File: src/rtl/onehot_enc_pkg.sv
// Shared types and elaboration helpers for the one-hot scan encoder.
package onehot_enc_pkg;

    typedef enum logic {
        IDLE = 1'b0,
        EMIT = 1'b1
    } state_e;

    function automatic int unsigned clog2(input int unsigned value);
        int unsigned result;
        result = 0;
        while ((32'd1 << result) < value) begin
            result = result + 1;
        end
        return result;
    endfunction

endpackage

File: src/rtl/onehot_scan_encoder_if.sv
// Handshake bundle: flag vector in, serial index stream out.
interface onehot_scan_encoder_if #(
    parameter int unsigned WIDTH = 8,
    parameter int unsigned IDX_W = 3
);
    logic             in_valid;
    logic             in_ready;
    logic [WIDTH-1:0] in_vec;
    logic             out_valid;
    logic             out_ready;
    logic [IDX_W-1:0] out_idx;
    logic             out_last;
    logic             drop_zero;

    modport master (
        output in_valid, in_vec, out_ready,
        input  in_ready, out_valid, out_idx, out_last, drop_zero
    );

    modport slave (
        input  in_valid, in_vec, out_ready,
        output in_ready, out_valid, out_idx, out_last, drop_zero
    );
endinterface

File: src/rtl/lsb_priority_enc.sv
// Combinational lowest-set-bit encoder with single-bit detect and bit clear.
module lsb_priority_enc #(
    parameter int unsigned WIDTH = 8,
    parameter int unsigned IDX_W = 3
) (
    input  logic [WIDTH-1:0] vec,
    output logic [IDX_W-1:0] idx,
    output logic             any,
    output logic             single,
    output logic [WIDTH-1:0] cleared
);
    logic found;

    always_comb begin
        idx   = '0;
        found = 1'b0;
        for (int unsigned i = 0; i < WIDTH; i++) begin
            if (!found && vec[i]) begin
                idx   = IDX_W'(i);
                found = 1'b1;
            end
        end
    end

    assign cleared = vec & (vec - WIDTH'(1));
    assign any     = |vec;
    assign single  = any && (cleared == '0);

endmodule

File: src/rtl/onehot_scan_encoder.sv
// Serialises every set bit of an accepted flag vector into ascending binary
// indices, one beat per handshake, marking the final beat with out_last.
module onehot_scan_encoder
    import onehot_enc_pkg::*;
#(
    parameter int unsigned WIDTH = 8,
    parameter int unsigned IDX_W = 3
) (
    input  logic                  clk,
    input  logic                  rst_n,
    onehot_scan_encoder_if.slave  bus
);

    if (WIDTH < 2 || WIDTH > 64) begin : g_bad_width
        $error("onehot_scan_encoder: WIDTH must be in 2..64");
    end
    if (IDX_W != clog2(WIDTH)) begin : g_bad_idx_w
        $error("onehot_scan_encoder: IDX_W must equal clog2(WIDTH)");
    end

    state_e           state_q,     state_d;
    logic [WIDTH-1:0] pending_q,   pending_d;
    logic             in_ready_q,  in_ready_d;
    logic             out_valid_q, out_valid_d;
    logic [IDX_W-1:0] out_idx_q,   out_idx_d;
    logic             out_last_q,  out_last_d;
    logic             drop_zero_q, drop_zero_d;

    logic [WIDTH-1:0] enc_in;
    logic [IDX_W-1:0] enc_idx;
    logic             enc_any;
    logic             enc_single;
    logic [WIDTH-1:0] enc_cleared;

    // pending holds the bits still to emit *after* the beat on the outputs,
    // so one encoder serves both acceptance and each subsequent beat.
    assign enc_in = (state_q == IDLE) ? bus.in_vec : pending_q;

    lsb_priority_enc #(
        .WIDTH (WIDTH),
        .IDX_W (IDX_W)
    ) u_enc (
        .vec     (enc_in),
        .idx     (enc_idx),
        .any     (enc_any),
        .single  (enc_single),
        .cleared (enc_cleared)
    );

    always_comb begin
        state_d     = state_q;
        pending_d   = pending_q;
        in_ready_d  = in_ready_q;
        out_valid_d = out_valid_q;
        out_idx_d   = out_idx_q;
        out_last_d  = out_last_q;
        drop_zero_d = 1'b0;
        case (state_q)
            IDLE: begin
                if (bus.in_valid) begin
                    if (enc_any) begin
                        state_d     = EMIT;
                        pending_d   = enc_cleared;
                        in_ready_d  = 1'b0;
                        out_valid_d = 1'b1;
                        out_idx_d   = enc_idx;
                        out_last_d  = enc_single;
                    end else begin
                        drop_zero_d = 1'b1;
                    end
                end
            end
            EMIT: begin
                if (bus.out_ready) begin
                    if (out_last_q) begin
                        state_d     = IDLE;
                        pending_d   = '0;
                        in_ready_d  = 1'b1;
                        out_valid_d = 1'b0;
                        out_idx_d   = '0;
                        out_last_d  = 1'b0;
                    end else begin
                        pending_d   = enc_cleared;
                        out_idx_d   = enc_idx;
                        out_last_d  = enc_single;
                    end
                end
            end
            default: begin
                state_d = IDLE;
            end
        endcase
    end

    always_ff @(posedge clk or negedge rst_n) begin
        if (!rst_n) begin
            state_q     <= IDLE;
            pending_q   <= '0;
            in_ready_q  <= 1'b1;
            out_valid_q <= 1'b0;
            out_idx_q   <= '0;
            out_last_q  <= 1'b0;
            drop_zero_q <= 1'b0;
        end else begin
            state_q     <= state_d;
            pending_q   <= pending_d;
            in_ready_q  <= in_ready_d;
            out_valid_q <= out_valid_d;
            out_idx_q   <= out_idx_d;
            out_last_q  <= out_last_d;
            drop_zero_q <= drop_zero_d;
        end
    end

    assign bus.in_ready  = in_ready_q;
    assign bus.out_valid = out_valid_q;
    assign bus.out_idx   = out_idx_q;
    assign bus.out_last  = out_last_q;
    assign bus.drop_zero = drop_zero_q;

endmodule

File: src/flat_wrapper.sv
// flat-port wrapper written by rule: the top's interface ports become plain ports
module onehot_scan_encoder_flat import onehot_enc_pkg::*;
#(
    parameter int unsigned WIDTH = 8,
    parameter int unsigned IDX_W = 3
)
  (clk, rst_n, bus_in_valid, bus_in_vec, bus_out_ready, bus_in_ready, bus_out_valid, bus_out_idx, bus_out_last, bus_drop_zero);
  onehot_scan_encoder_if #(.WIDTH(WIDTH), .IDX_W(IDX_W)) bus_i ();
  input  logic clk;
  input  logic rst_n;
  input wire logic [$bits(bus_i.in_valid)-1:0] bus_in_valid;
  input wire logic [$bits(bus_i.in_vec)-1:0] bus_in_vec;
  input wire logic [$bits(bus_i.out_ready)-1:0] bus_out_ready;
  output wire logic [$bits(bus_i.in_ready)-1:0] bus_in_ready;
  output wire logic [$bits(bus_i.out_valid)-1:0] bus_out_valid;
  output wire logic [$bits(bus_i.out_idx)-1:0] bus_out_idx;
  output wire logic [$bits(bus_i.out_last)-1:0] bus_out_last;
  output wire logic [$bits(bus_i.drop_zero)-1:0] bus_drop_zero;
  assign bus_i.in_valid = bus_in_valid;
  assign bus_i.in_vec = bus_in_vec;
  assign bus_i.out_ready = bus_out_ready;
  assign bus_in_ready = bus_i.in_ready;
  assign bus_out_valid = bus_i.out_valid;
  assign bus_out_idx = bus_i.out_idx;
  assign bus_out_last = bus_i.out_last;
  assign bus_drop_zero = bus_i.drop_zero;
  onehot_scan_encoder #(.WIDTH(WIDTH), .IDX_W(IDX_W)) u_core (.clk(clk), .rst_n(rst_n), .bus(bus_i));
endmodule
File: config.mk
export PLATFORM = sky130hd
export DESIGN_NAME = onehot_scan_encoder_flat
export DESIGN_NICKNAME = d
export VERILOG_FILES = /design/src/rtl/onehot_enc_pkg.sv /design/src/rtl/onehot_scan_encoder_if.sv /design/src/rtl/lsb_priority_enc.sv /design/src/rtl/onehot_scan_encoder.sv /design/src/flat_wrapper.sv
export SDC_FILE = /design/constraint.sdc
export NUM_CORES = 1
export LEC_CHECK = 0
export CAP_MARGIN = 20
export CORE_ASPECT_RATIO = 2
export CORE_MARGIN = 4
export CORE_UTILIZATION = 35
export DETAILED_ROUTE_END_ITERATION = 12
export PLACE_DENSITY = 0.61
export SYNTH_ARGS = -nofsm -noshare
export SYNTH_HDL_FRONTEND = slang
export SYNTH_SLANG_ARGS = --single-unit
File: constraint.sdc
create_clock -name clk -period 1.9 [get_ports clk]
set_clock_uncertainty 0.1 [all_clocks]
set_input_delay 0.285 -clock clk [delete_from_list [all_inputs] [get_ports clk]]
set_output_delay 0.285 -clock clk [all_outputs]
set_load 0.01 [all_outputs]
## After elaboration in Yosys (flattened, before gate mapping)

Index checks and enable logic that the tools add are counted.

- Output and inout port bits: 7
- Word-level logic and storage cells: 81
- Flip-flop bits (word level): 16
- Input bits: 12

- Bitwise operators: 2
- Eq/ne operators: 4
- Multiplexer cells: 48
- Add/subtract/negate cells: 1
- Reductions and logical operators: 19

Operators by type and width:

| cell | count |
|---|---|
| 2-to-1 mux 8 bit | 5 |
| 2-to-1 mux 3 bit | 10 |
| 2-to-1 mux 1 bit | 27 |
| case mux 8 bit (2 select lines) | 1 |
| AND 8 bit | 1 |
| logical AND 1 bit | 8 |
| zero test 8 bit | 1 |
| != test 2 bit (second input constant) | 4 |
| case mux 1 bit (2 select lines) | 4 |
| OR reduction 8 bit | 1 |
| subtractor 8 x 1 -> 8 bit (second input constant) | 1 |
| zero test 1 bit | 7 |
| case mux 3 bit (2 select lines) | 1 |
| AND reduction 4 bit | 1 |
| AND reduction 3 bit | 1 |
| NOT 1 bit | 1 |

## Depth between registers and ports, before layout

- Depth in word-level cells: 26
- Gate-level depth with buffers: 7
- Mapped depth without buffers: 5

## Modules after synthesis

From an unflattened synthesis, not the netlist that was laid out.

- Cell total of the unflattened synthesis: 91
- Area total of the unflattened synthesis: 930.9 um^2

By module, submodules not included:

| module | sequential area each (um^2) | cells each | times used | area each (um^2) |
|---|---|---|---|---|
| onehot_scan_encoder | 401.6 | 54 | 1 | 706.9 |
| lsb_priority_enc | 0.0 | 37 | 1 | 224.0 |

## Worst setup path after synthesis

No wires, ideal clock.

- Path kind: register -> register
- Start: reg u_core.state_q
- End: reg u_core.pending_q[6]
- Clock period less this slack: 1.944 ns
- Required time: 1.678 ns
- Slack: -0.044 ns
- Arrival: 1.722 ns
- Path buffers: 0
- Setup time: 0.122 ns
- Cell stages (with the launch flop): 6
- Cell sequence: dfrtp_1 or3_1 a22oi_4 a41oi_2 nand2b_4 a32o_1

- Longest elaborated chain between the ends: 6
- Elaborated cells between the ends (all ways): 14
- Classes of those cells: 1 x add/sub; 3 x eq/ne; 6 x mux; 2 x bitwise; 2 x reduce/logical

RTL lines:

| what | line | RTL |
|---|---|---|
| from (decl) | onehot_scan_encoder.sv:21 | `state_e state_q, state_d;` |
| from (signal assigned) | onehot_scan_encoder.sv:105 | `state_q <= state_d;` |
| 2-to-1 mux 8 bit | onehot_scan_encoder.sv:37 | `assign enc_in = (state_q == IDLE) ? bus.in_vec : pending_q;` |
| subtractor 8 x 1 -> 8 bit | lsb_priority_enc.sv:25 | `assign cleared = vec & (vec - WIDTH'(1));` |
| AND 8 bit | lsb_priority_enc.sv:25 |  |
| 2-to-1 mux 8 bit, on equally long branches | onehot_scan_encoder.sv:75, onehot_scan_encoder.sv:61 |  |
| 2-to-1 mux 8 bit, on equally long branches | onehot_scan_encoder.sv:74, onehot_scan_encoder.sv:60 |  |
| case mux 8 bit (2 select lines) | onehot_scan_encoder.sv:58 | `case (state_q)` |
| to (signal assigned) | onehot_scan_encoder.sv:106 | `pending_q <= pending_d;` |
| to (decl) | onehot_scan_encoder.sv:22 | `logic [WIDTH-1:0] pending_q, pending_d;` |

Several ways; a longest one is shown, not always the timed one. The select of a mux whose other input is x is not followed.
A chain may end at the register's enable or synchronous reset.

## Final worst setup path

- Start: reg u_core.state_q
- End: reg u_core.out_idx_q[1] (netlist: u_core.bus.out_idx[1])

- Longest elaborated chain between the ends: 26
- Elaborated cells between the ends (all ways): 39
- Classes of those cells: 3 x eq/ne; 19 x mux; 1 x bitwise; 16 x reduce/logical

RTL lines:

| what | line | RTL |
|---|---|---|
| 2-to-1 mux 8 bit | onehot_scan_encoder.sv:37 |  |
| 2-to-1 mux 1 bit | lsb_priority_enc.sv:18 | `if (!found && vec[i]) begin` |
| zero test 1 bit | lsb_priority_enc.sv:18 |  |
| logical AND 1 bit | lsb_priority_enc.sv:18 |  |
| 2-to-1 mux 1 bit | lsb_priority_enc.sv:18 |  |
| zero test 1 bit | lsb_priority_enc.sv:18 |  |
| logical AND 1 bit | lsb_priority_enc.sv:18 |  |
| 2-to-1 mux 1 bit | lsb_priority_enc.sv:18 |  |
| [10 not listed] | n/a |  |
| logical AND 1 bit | lsb_priority_enc.sv:18 |  |
| 2-to-1 mux 1 bit | lsb_priority_enc.sv:18 |  |
| zero test 1 bit | lsb_priority_enc.sv:18 |  |
| logical AND 1 bit | lsb_priority_enc.sv:18 |  |
| 2-to-1 mux 3 bit | lsb_priority_enc.sv:18 |  |
| 2-to-1 mux 3 bit, on equally long branches | onehot_scan_encoder.sv:75, onehot_scan_encoder.sv:61 |  |
| 2-to-1 mux 3 bit, on equally long branches | onehot_scan_encoder.sv:74, onehot_scan_encoder.sv:60 |  |
| case mux 3 bit (2 select lines) | onehot_scan_encoder.sv:58 |  |
| to (signal assigned) | onehot_scan_encoder.sv:109 | `out_idx_q <= out_idx_d;` |
| to (decl) | onehot_scan_encoder.sv:25 | `logic [IDX_W-1:0] out_idx_q, out_idx_d;` |

Several ways; a longest one is shown, not always the timed one. The select of a mux whose other input is x is not followed.

==> flow_summary.html <==
<table>
<tr><th>Metric</th><th>Value</th></tr>
<tr><th colspan="2">Status</th></tr>
<tr><td>Run status</td><td>complete, but fails checks</td></tr>
<tr><td>Violations in the final reports</td><td>setup timing</td></tr>
<tr><th colspan="2">Critical path</th></tr>
<tr><td>Worst setup path class</td><td>reg -&gt; reg</td></tr>
<tr><td>CP bufs+invs</td><td>0</td></tr>
<tr><td>Worst EP required</td><td>1940 ps</td></tr>
<tr><td>Arrival @ worst endpoint</td><td>1960 ps</td></tr>
<tr><td>Slowest cell on crit path</td><td>sky130_fd_sc_hd__dfrtp_2</td></tr>
<tr><td>Sort of element at the end of the critical path</td><td>flip-flop</td></tr>
<tr><td>Category of the worst setup path launch point</td><td>flip-flop</td></tr>
<tr><td>Crit path max-delay family</td><td>simple AND/OR/NAND/NOR gates</td></tr>
<tr><td>Crit path from</td><td>u_core.state_q</td></tr>
<tr><td>Startpoint of the most critical register-to-register path</td><td>u_core.state_q</td></tr>
<tr><td>Largest fanout of any net on the critical path</td><td>7</td></tr>
<tr><td>Critical Path Max Stage Delay</td><td>440 ps</td></tr>
<tr><td>Critical path cell sequence</td><td>or3b_4 -&gt; a22oi_4 -&gt; a41oi_2 -&gt; nand2b_4 -&gt; a32o_1</td></tr>
<tr><th colspan="2">Hold path</th></tr>
<tr><td>Kind of path behind the tightest hold check</td><td>in -&gt; async</td></tr>
<tr><th colspan="2">CTS</th></tr>
<tr><td>Later-pin clock latency in the skew report</td><td>250 ps</td></tr>
<tr><td>Clock input transition at the sequential cells of the worst setup and hold paths</td><td>60 ps</td></tr>
<tr><td>H-Tree Level Count</td><td>1</td></tr>
<tr><td>Number of CTS-inserted buffers</td><td>3</td></tr>
<tr><td>Number of buffers on the longest clock path</td><td>2</td></tr>
<tr><td>Clock Root Buffer</td><td>sky130_fd_sc_hd__clkbuf_8</td></tr>
<tr><td>CTS tree</td><td>yes</td></tr>
<tr><td>Clock sink count</td><td>15</td></tr>
<tr><th colspan="2">Synthesis</th></tr>
<tr><td>Synth top area share</td><td>37.0%</td></tr>
<tr><td>Post-synthesis net count</td><td>116</td></tr>
<tr><td>Seq cells post-synth</td><td>15</td></tr>
<tr><td>Unique cell type count in the Yosys netlist</td><td>38</td></tr>
<tr><td>Largest family of logic cells by synthesized area</td><td>compound AO/OA/AOI/OAI gates</td></tr>
<tr><td>Netlist Area Pre-Place</td><td>946 sq um</td></tr>
<tr><td>Number of warnings issued by yosys</td><td>0</td></tr>
<tr><td>Adder and majority gate portion of the synthesized area</td><td>0%</td></tr>
<tr><td>Cells taking the most area after synthesis</td><td>sky130_fd_sc_hd__dfrtp_1, sky130_fd_sc_hd__o21ai_0, sky130_fd_sc_hd__nand2_1, sky130_fd_sc_hd__a32o_1, sky130_fd_sc_hd__dfstp_2</td></tr>
<tr><td>Xor/xnor share of the synthesized area</td><td>0.926%</td></tr>
<tr><td>Post-synth top area cell</td><td>sky130_fd_sc_hd__dfrtp_1</td></tr>
<tr><td>Simple-gate share of the synthesized area</td><td>18.5%</td></tr>
<tr><td>Cells after synthesis</td><td>104</td></tr>
<tr><td>Compound-cell area share of the yosys netlist</td><td>33.1%</td></tr>
<tr><td>Portion of netlist area occupied by mux cells</td><td>3.31%</td></tr>
<tr><td>Syn Area/Cell</td><td>9.10 sq um</td></tr>
<tr><td>Post-synthesis sequential area ratio</td><td>39.8%</td></tr>
<tr><th colspan="2">Detailed routing</th></tr>
<tr><td>Post-DRT Antenna Nets</td><td>0</td></tr>
<tr><td>Total via count in the routed design</td><td>1031</td></tr>
<tr><td>1st-pass router iterations</td><td>4</td></tr>
<tr><td>Post-DR wirelength/cell</td><td>15.8 microns</td></tr>
<tr><td>Via density</td><td>5.73</td></tr>
<tr><td>Number of design rule violations left after detail routing</td><td>0</td></tr>
<tr><td>Drt initial violations</td><td>39</td></tr>
<tr><td>Sum of routed wire length over all layers</td><td>2.85 mm</td></tr>
<tr><th colspan="2">STA</th></tr>
<tr><td>Number of pins with negative max-slew slack in the final report</td><td>0</td></tr>
<tr><td>Number of setup violations in the final report</td><td>5</td></tr>
<tr><td>Final critical delay including setup and external delays</td><td>1930 ps</td></tr>
<tr><td>RSZ-0062 raised after global routing</td><td>yes</td></tr>
<tr><td>Aggregate negative setup slack</td><td>-101 ps</td></tr>
<tr><td>Highest clock rate</td><td>519 MHz</td></tr>
<tr><td>Transition time of the tightest slew-check pin</td><td>284 ps</td></tr>
<tr><td>Final setup margin</td><td>-25.8 ps</td></tr>
<tr><td>Post-route clock period utilization</td><td>101%</td></tr>
<tr><td>Final hold vios</td><td>0</td></tr>
<tr><td>Slew margin rel.</td><td>80.9%</td></tr>
<tr><th colspan="2">Pwr</th></tr>
<tr><td>Internal power component</td><td>1450 uW</td></tr>
<tr><td>Power share of the clock group</td><td>10.6%</td></tr>
<tr><td>Static leakage</td><td>0.000657 uW</td></tr>
<tr><td>Part of the power in registers</td><td>22.5%</td></tr>
<tr><td>Combinational cell fraction of total power</td><td>66.9%</td></tr>
<tr><td>Peak supply drop</td><td>908 uV</td></tr>
<tr><td>Switch share</td><td>40.3%</td></tr>
<tr><td>Power per Cell Area</td><td>1640 nW/um^2</td></tr>
<tr><td>P_sw</td><td>978 uW</td></tr>
<tr><th colspan="2">Final layout</th></tr>
<tr><td>End-of-flow core utilization</td><td>57.6%</td></tr>
<tr><td>Post-layout nets</td><td>165</td></tr>
<tr><td>Area of the multi-input gates</td><td>584 sq um</td></tr>
<tr><td>Layout fillers</td><td>245</td></tr>
<tr><td>Number of diodes added for antenna fixing</td><td>0</td></tr>
<tr><td>Proportion of layout cells with a drive suffix above 1</td><td>33.6%</td></tr>
<tr><td>FF+latch area</td><td>378 sq um</td></tr>
<tr><td>Layout area overhead</td><td>56.6%</td></tr>
<tr><th colspan="2">Global route</th></tr>
<tr><td>First-pass GRT wire length</td><td>4.65 mm</td></tr>
<tr><td>Overall overflow remaining after global route</td><td>0</td></tr>
<tr><td>Pin count of the biggest net entering global routing</td><td>16</td></tr>
<tr><td>GRT Resource Usage Total</td><td>17.5%</td></tr>
<tr><td>Initial antenna violation count</td><td>0</td></tr>
<tr><td>Number of global-route vias before repair</td><td>1072</td></tr>
<tr><th colspan="2">Placement</th></tr>
<tr><td>Post-detail-place hpwl</td><td>2.21 mm</td></tr>
<tr><td>Count of input and output buffers</td><td>18</td></tr>
<tr><td>Weighted congestion at the end of routability-driven global placement</td><td>0.837</td></tr>
<tr><th colspan="2">Run</th></tr>
<tr><td>Max capacitance violation total</td><td>0</td></tr>
<tr><th colspan="2">Floorplanning</th></tr>
<tr><td>Floorplan die area</td><td>3650 sq um</td></tr>
<tr><td>Top-level I/O count</td><td>19</td></tr>
<tr><td>Core area</td><td>2570 sq um</td></tr>
<tr><td>Width of the chip</td><td>44.8 microns</td></tr>
<tr><td>Starting density of the core</td><td>36.8%</td></tr>
<tr><td>Num rows</td><td>26</td></tr>
<tr><td>Y dimension of the die</td><td>81.5 microns</td></tr>
</table>
==> registers in the layout, indices dropped and copies added (netlist names) <==
| register | cells |
|---|---|
| u_core.bus.out_idx | 3 |
| u_core.pending_q | 7 |
| u_core.state_q | 1 |
| u_core.bus.out_valid | 1 |
| u_core.bus.drop_zero | 1 |
| u_core.bus.out_last | 1 |
| u_core.bus.in_ready | 1 |
==> cells in the mapped netlist <==
cell type and number:
sky130_fd_sc_hd__mux2i_1 2, sky130_fd_sc_hd__o32ai_1 2, sky130_fd_sc_hd__mux2_2 1, sky130_fd_sc_hd__nor4_1 1, sky130_fd_sc_hd__or3b_1 1, sky130_fd_sc_hd__o21ai_0 10
sky130_fd_sc_hd__buf_2 3, sky130_fd_sc_hd__o31ai_1 2, sky130_fd_sc_hd__inv_1 6, sky130_fd_sc_hd__o211ai_1 1, sky130_fd_sc_hd__or3_1 2, sky130_fd_sc_hd__and2_1 1
sky130_fd_sc_hd__a221oi_1 1, sky130_fd_sc_hd__xnor2_1 1, sky130_fd_sc_hd__nand2b_4 1, sky130_fd_sc_hd__a21oi_1 3, sky130_fd_sc_hd__a41oi_2 1, sky130_fd_sc_hd__o21ai_1 3
sky130_fd_sc_hd__a22oi_4 1, sky130_fd_sc_hd__nor2b_1 2, sky130_fd_sc_hd__nand2_1 13, sky130_fd_sc_hd__o22ai_1 1, sky130_fd_sc_hd__a32o_1 4, sky130_fd_sc_hd__a21o_1 2
sky130_fd_sc_hd__a31oi_1 2, sky130_fd_sc_hd__o31a_1 1, sky130_fd_sc_hd__nand3_1 3, sky130_fd_sc_hd__a32oi_1 1, sky130_fd_sc_hd__a41o_1 1, sky130_fd_sc_hd__clkbuf_1 1
sky130_fd_sc_hd__dfstp_2 1, sky130_fd_sc_hd__o41ai_1 1, sky130_fd_sc_hd__o32a_1 1, sky130_fd_sc_hd__a22o_1 3, sky130_fd_sc_hd__dfrtp_1 14, sky130_fd_sc_hd__nand2b_1 4
sky130_fd_sc_hd__nand3b_1 1, sky130_fd_sc_hd__nor2_1 5
==> cells in the final DEF, fill, tap and decap left out, types with 2 or more instances in the layout <==
cell type                         netlist  routed
sky130_fd_sc_hd__buf_4                  0      27
sky130_fd_sc_hd__a21o_1                 2       2
sky130_fd_sc_hd__clkdlybuf4s50_1        0      17
sky130_fd_sc_hd__a21oi_1                3       3
sky130_fd_sc_hd__nor2b_1                2       2
sky130_fd_sc_hd__a32o_1                 4       4
sky130_fd_sc_hd__o21ai_0               10      10
sky130_fd_sc_hd__nand2b_4               1       2
sky130_fd_sc_hd__or3_4                  0       2
sky130_fd_sc_hd__a31oi_1                2       2
sky130_fd_sc_hd__o21ai_2                0       2
sky130_fd_sc_hd__buf_6                  0       3
sky130_fd_sc_hd__nor2_1                 5       5
sky130_fd_sc_hd__nand2_1               13      12
sky130_fd_sc_hd__inv_1                  6       6
sky130_fd_sc_hd__dfrtp_1               14      13
sky130_fd_sc_hd__mux2i_1                2       2
sky130_fd_sc_hd__nand2b_1               4       3
sky130_fd_sc_hd__clkbuf_8               0       3
sky130_fd_sc_hd__a22o_1                 3       3
sky130_fd_sc_hd__nand3_1                3       3
==> worst paths after layout <==
kind,endpoint,slack (ps),cells after the start
worst max-delay path,u_core.bus.out_idx[1],-30,5
worst min-delay path,u_core.pending_q[2],260,2
worst max register to register,u_core.bus.out_idx[1],-30,5
worst min register to register,u_core.bus.in_ready,360,2
max in group asynchronous,u_core.bus.in_ready,1200,2
min in group clk,u_core.bus.in_ready,360,2
==> metrics by stage <==
step	hold slack (ps)	setup WS, ps	instances	instance area, sq um	power, uW
after floorplan	-111	-9.61	104	961	1350
after global placement	361	-282	174	1370	2000
after detailed placement	361	-339	174	1370	2030
after CTS	259	-29.2	180	1450	2370
after global routing	275	-105	180	1480	2600
final	257	-25.8	180	1480	2430
==> what timing repair did <==
item | 4_1_cts | 5_1_grt
resized for setup | 6 | 9
setup buffers | 2 | 0
pin swaps | 6 | 4
gates cloned | 0 | 1
hold buffers | 0 | 0
setup endpoints to repair | 10 | 14
==> worst register-to-register path, stage by stage (launching register included) <==
cell and delay, ps:
sky130_fd_sc_hd__dfrtp_2 440, sky130_fd_sc_hd__or3b_4 430, sky130_fd_sc_hd__a22oi_4 260, sky130_fd_sc_hd__a41oi_2 140
sky130_fd_sc_hd__nand2b_4 210, sky130_fd_sc_hd__a32o_1 230
==> layer usage <==
metal / share of wire (%) / global-route usage, % / vias to the layer above / routed length (microns)
met1: 36 / 17.7 / 512 / 1040
met4: 3.1 / 10.3 / 0 / 87
met3: 3.1 / 1.54 / 8 / 88
li1: - / - / 491 / -
met5: 0 / 0 / - / 0
met2: 57 / 32.6 / 20 / 1640
==> logic make-up after synthesis <==
logic type	after synthesis
buffers and inverters	10
AND/OR/NAND/NOR	34
XOR/XNOR	1
flip-flops	15
AO/OA/AOI/OAI	41
multiplexers	3
==> area by class of cell <==
class	instances	share of cell area, %
clock buffer	3	2.79
sequential	15	25.5
tap	28	2.36
multi-input combinational	79	39.4
timing repair buffer	48	28.0
clock inverter	1	0.338
inverter	6	1.52
==> power by group through the flow <==
stage	Sequential (uW)	Clock, uW	Combinational, uW
floorplan	552	0	802
global placement	541	0	1460
detailed placement	545	0	1480
CTS	543	266	1560
global route	560	279	1760
finish	547	258	1620
No activity file was read; power rests on OpenSTA's default activity.
